File: config.mk
export PLATFORM = sky130hd
export DESIGN_NAME = lsu
export DESIGN_NICKNAME = d
export VERILOG_FILES = /design/src/rtl/lsu.sv
export SDC_FILE = /design/constraint.sdc
export NUM_CORES = 1
export LEC_CHECK = 0
export CAP_MARGIN = 25
export CORE_MARGIN = 1
export CORE_UTILIZATION = 45
export DETAILED_ROUTE_END_ITERATION = 6
export PLACE_DENSITY_LB_ADDON = 0.15
export SLEW_MARGIN = 10
export SYNTH_ARGS = -nofsm -noshare
export SYNTH_HDL_FRONTEND = slang
export SYNTH_SLANG_ARGS = --single-unit
File: constraint.sdc
create_clock -name clk -period 2.71 [get_ports clk]
set_clock_uncertainty 0.2 [all_clocks]
set_input_delay 0.542 -clock clk [delete_from_list [all_inputs] [get_ports clk]]
set_output_delay 0.542 -clock clk [all_outputs]
set_load 0.05 [all_outputs]
File: src/rtl/lsu.sv
// lsu: RV64 load/store unit driving one dbus transaction per held request.
// LSU_MISALIGN_CHECK_EN: misaligned H/W/D accesses finish with misalign set instead of issuing.
package lsu_pkg;
  typedef enum logic [1:0] {MSIZE1, MSIZE2, MSIZE4, MSIZE8} msize_t;
  typedef struct packed {
    logic        valid;
    logic [63:0] addr;
    msize_t      size;
    logic [7:0]  strobe;
    logic [63:0] data;
  } dbus_req_t;
  typedef struct packed {
    logic        addr_ok;
    logic        data_ok;
    logic [63:0] data;
  } dbus_resp_t;
endpackage

module lsu
  import lsu_pkg::*;
(
  input  logic        clk,
  input  logic        rst,
  input  logic        re,
  input  logic        we,
  input  logic [63:0] addr,
  input  logic [63:0] wdata,
  input  logic [2:0]  info,
  output dbus_req_t   dreq,
  input  dbus_resp_t  dresp,
  output logic [63:0] rdata,
  output logic        finish,
  output logic        misalign
);
  typedef enum logic [1:0] {IDLE, BUS, DONE, HOLD} state_t;
  state_t state;
  logic [2:0] i_q;
  logic st_q;
  logic mis;
  logic unused;
  logic [7:0] smask;
  logic [63:0] t;
  logic [63:0] ext;
  assign unused = dresp.addr_ok;
  always_comb begin
`ifdef LSU_MISALIGN_CHECK_EN
    mis = (info[1:0] == 2'd1 && addr[0]) || (info[1:0] == 2'd2 && addr[1:0] != 2'd0) ||
          (info[1:0] == 2'd3 && addr[2:0] != 3'd0);
`else
    mis = 1'b0;
`endif
    smask = info[1:0] == 2'd0 ? 8'h01 : info[1:0] == 2'd1 ? 8'h03 : info[1:0] == 2'd2 ? 8'h0F : 8'hFF;
    t = dresp.data >> {dreq.addr[2:0], 3'b000};
    ext = i_q == 3'b000 ? {{56{t[7]}}, t[7:0]} :
          i_q == 3'b001 ? {{48{t[15]}}, t[15:0]} :
          i_q == 3'b010 ? {{32{t[31]}}, t[31:0]} :
          i_q == 3'b100 ? {56'd0, t[7:0]} :
          i_q == 3'b101 ? {48'd0, t[15:0]} :
          i_q == 3'b110 ? {32'd0, t[31:0]} : t;
  end
  always_ff @(posedge clk) begin
    if (!rst) begin
      state <= IDLE;
      dreq <= '0;
      rdata <= '0;
      finish <= 1'b0;
      misalign <= 1'b0;
      i_q <= '0;
      st_q <= 1'b0;
    end else begin
      case (state)
        IDLE: if (re | we) begin
          i_q <= info;
          st_q <= we;
          if (mis) begin
            state <= DONE;
            finish <= 1'b1;
            misalign <= 1'b1;
          end else begin
            state <= BUS;
            dreq.valid <= 1'b1;
            dreq.addr <= addr;
            dreq.size <= msize_t'(info[1:0]);
            dreq.strobe <= we ? smask << addr[2:0] : 8'h00;
            dreq.data <= we ? wdata << {addr[2:0], 3'b000} : 64'd0;
          end
        end
        BUS: if (dresp.data_ok) begin
          dreq.valid <= 1'b0;
          finish <= 1'b1;
          state <= DONE;
          if (!st_q) rdata <= ext;
        end
        DONE: begin
          finish <= 1'b0;
          misalign <= 1'b0;
          state <= (re | we) ? HOLD : IDLE;
        end
        HOLD: if (!(re | we)) state <= IDLE;
        default: state <= IDLE;
      endcase
    end
  end
endmodule

# Word level (Yosys, flattened, before mapping)

Index checks and enable logic that the tools add are counted.
Widths: inputs -> output; s select.

Bits in registers: 210
Input bits: 201
Output and inout bits: 205
Logic and storage cells: 59

Eq/ne operators: 13
Shift operators: 3
Multiplexer cells: 21
Bitwise gates (word level): 2
Reductions and logical operators: 10

Operators with widths:

| operator           | count |
|---|---|
| $mux 64            | 7 |
| $mux 139           | 1 |
| $shl 64x6->64      | 1 |
| $shr 64x6->64      | 1 |
| $mux 8             | 4 |
| $eq 3x3->1 const B | 3 |
| $reduce_and 3->1   | 3 |
| $mux 2             | 4 |
| $pmux 2 s4         | 1 |
| $shl 8x3->8        | 1 |
| $eq 2x2->1 const B | 3 |
| $ne 2x2->1 const B | 3 |
| $eq 2x1->1 const B | 2 |
| $logic_not 2->1    | 2 |
| $pmux 1 s2         | 2 |
| $reduce_and 2->1   | 2 |
| $reduce_bool 2->1  | 2 |
| $eq 3x1->1 const B | 1 |
| $eq 3x2->1 const B | 1 |
| $logic_not 3->1    | 1 |
| $mux 1             | 2 |
| $not 1->1          | 1 |
| $or 1x1->1         | 1 |

# Longest topological paths before layout

Word-level depth: 8
Mapped depth: 9

# Worst setup path after synthesis

No wires, ideal clock.

Path kind: reg2reg
Start point: register dreq[76] (netlist bit)
End point: register rdata[48]
Data arrival time: 2070 ps
Required time: 2391 ps
Slack: 321 ps
Stages on the path, launching flop included: 6
Buffers on the path: 0
Cells stage by stage: dfxtp_1 mux2_2 a221o_1 and4_4 a211o_4 o221a_1

Word-level cells in the longest chain between the ends: 7

RTL lines:

| element              | RTL line | RTL |
|---|---|---|
| from (decl)          | 29       | `output dbus_req_t dreq,` |
| $shr 64x6->64 (*)    | 53       | `t = dresp.data >> {dreq.addr[2:0], 3'b000};` |
| $mux 64              | 59       | `i_q == 3'b110 ? {32'd0, t[31:0]} : t;` |
| $mux 64              | 58       | `i_q == 3'b101 ? {48'd0, t[15:0]} :` |
| $mux 64              | 57       | `i_q == 3'b100 ? {56'd0, t[7:0]} :` |
| $mux 64              | 56       | `i_q == 3'b010 ? {{32{t[31]}}, t[31:0]} :` |
| $mux 64              | 55       | `i_q == 3'b001 ? {{48{t[15]}}, t[15:0]} :` |
| $mux 64 (*)          | 54       | `ext = i_q == 3'b000 ? {{56{t[7]}}, t[7:0]} :` |
| to (signal assigned) | 92       | `if (!st_q) rdata <= ext;` |
| to (decl)            | 31       | `output logic [63:0] rdata,` |

Mark *: on every way between the ends. The rest lies on a longest branch, timed or not.
A chain may end at the register's enable or synchronous reset.

# Worst setup path after layout

Start point: register dreq[75] (netlist bit)
End point: output dreq[75] (netlist bit)

No word-level cell between the ends.

==> metrics <==
status complete, no violations; gr usage total 30.2%; cts hold-fix bufs 0; Area Overhead vs Synth 45.9%; CP Capture Type output pin; Die Y 161 um; total CTS buffers 23; Synth area leaders dfxtp_1 (36%), mux2i_1 (12%), nand2_1 (7.4%); Worst slew margin 58.5%; multi-input logic area 6660 um^2; Final Hold Fails 0; layout cells sized above 1 11.6%; final net count 1,829; routability cong. 0.933; CP Launch Type register; Post-synth top cells nand2_1 (225), dfxtp_1 (208), mux2i_1 (139), a21boi_0 (66), clkbuf_1 (61); row cnt 57; Mean Syn Cell Area 9.09 um^2; measured slew at the worst slew-check pin 0.621 ns; total setup buffers inserted after CTS 0; Initial Util 46.4%; initial DRC count 975; final wirelength 39,700 um; register area 4170 um^2; DRT antenna net count 0; fillers 2,075; Power per Cell Area 575 nW/um^2; Cells after Synth 1,256; core area 24,600 um^2; DP Wirelength 29,700 um; reported leakage power 6.33 nW; Worst VDD drop 463 uV; Layout Utilization 67.7%; CTS Root Buffer Type clkbuf_16; IO Port Bufs 403; total number of vias 11,000; fin crit period 2.57 ns; crit-path max FO 42; Primary FF master, synth dfxtp_1; RSZ-0062 raised after global routing false; wire per inst 20.2 um; CTS tree built; Synth Cell Area 11,400 um^2; post-CTS sizing 0; asr flop ratio synth 0%; vias per cell 5.61; I/O pin count 406; final setup fails 0; initial antenna violation count 4; Fmax achieved 390 MHz; Netlist cell types 69; Ys Warns 0; clk sinks 208; number of remaining DRC errors 0; Clock transition at path regs 0.06 ns; post-synthesis register bit count 208; leading cell type by number of instances after synthesis nand2_1; vias in the first global route 10,800; r2r setup slk 0.21 ns; Synth area leader dfxtp_1; die span in x 161 um; Post-Syn Nets 1,457; largest net degree at the start of global routing 90; worst-case clock buffer depth 3; Arr. time, crit path 1.82 ns; first-pass GRT wire length 61,700 um; CP Data Required Time 1.97 ns; H-tree depth 1; Clock Latency Late Sink 0.53 ns; Tcrit/Tclk final 94.7%; Fin Hold WS 0.258 ns; sequential share of the synthesized area 36.5%; CP Class reg2out; area share of the largest cell type after synthesis 36.5%; Pre-Repair DR Iteration Count 5; Worst Hold Class reg2reg; Post-synth EDFFs 0; total grt overflow 0; Die Area 26,000 um^2; max_cap viols 0; Slew Limit Fails 0
-- final cells by class --
type | instances | area share, %
Multi-Input combinational cell | 919 | 40.0
Timing Repair Buffer | 466 | 27.8
Sequential cell | 208 | 25.0
Clock buffer | 30 | 3.85
Tap cell | 324 | 2.43
Clock inverter | 8 | 0.676
Inverter | 10 | 0.225
Antenna cell | 4 | 0.0601
-- per-stage QoR --
step           TNS, ns  total power, mW  std cells  setup slack (ns)  cell area, um^2
2_1_floorplan        0             5.29       1256             0.321            11400
3_3_place_gp     -5.56             6.43       1926            -0.256            15900
3_5_place_dp    -0.962             6.46       1927            -0.104            15900
4_1_cts              0             9.64       1965             0.153            16700
5_1_grt              0             9.97       1969            0.0943            16700
6_report             0             9.58       1969             0.144            16700
-- worst paths after layout --
kind / startpoint / end / depth (start not counted)
max: dreq[75] / dreq[75] / 2
max reg2reg: dreq[76] / rdata[56] / 7
min reg2reg: dreq[126] / dreq[126] / 2
min: dreq[126] / dreq[126] / 2
-- kinds of logic after synthesis --
family / Yosys count / share of synthesized area [%]
simple gates: 397 / 15.9
compound gates: 329 / 21.8
flops: 208 / 36.5
mux: 192 / 20.4
buf+inv: 129 / 5.40
other cells: 1 / 0.0328
-- critical path: stages, from the launching register on --
cell and delay [ns]:
dfxtp_2 0.46, buf_4 0.51, buf_4 0.30
-- cells in the final DEF, fill, tap and decap left out, types with 5 or more instances in the layout --
cell,Yosys,final
o2bb2ai_1,14,14
a211oi_2,9,9
o21ai_0,42,42
nand2_1,225,225
nand3_1,15,15
mux2i_1,139,139
clkbuf_16,0,23
o211a_1,14,14
mux2_2,19,19
a21oi_1,25,25
nand2b_1,8,8
and2_1,35,35
a21boi_1,8,8
clkdlybuf4s50_1,0,394
a311oi_1,6,6
buf_4,12,59
and3_1,5,5
dfxtp_1,208,206
o221a_1,9,9
a21boi_0,66,66
nor2_1,43,43
mux4_2,30,30
o211ai_1,8,8
o22a_1,5,5
a22oi_1,34,34
a32o_1,5,5
nor2b_1,40,40
o22ai_1,19,19
o21ai_1,26,25
buf_12,0,11
inv_1,9,9
a211oi_1,10,10
-- routing by layer --
layer | routed length [um] | track usage [%] | vias up
met5 | 0 | 0 | -
met4 | 1230 | 10.8 | 0
met3 | 3550 | 7.65 | 67
met2 | 18500 | 48.7 | 467
met1 | 16400 | 39.0 | 5251
li1 | - | - | 5256
-- power by group --
| part | total (mW) | leakage (nW) | switching (mW) | internal (mW) |
|---|---|---|---|---|
| logic | 3.02 | 4.27 | 1.81 | 1.21 |
| registers | 3.40 | 1.70 | 0.130 | 3.27 |
| clock network | 3.16 | 0.362 | 1.30 | 1.86 |
-- registers in the layout, summed over array words and instances (netlist names) --
register / flops
dreq: 138
finish: 1
i_q: 2
rdata: 64
st_q: 1
state: 2
No activity file was read; power rests on OpenSTA's default activity.
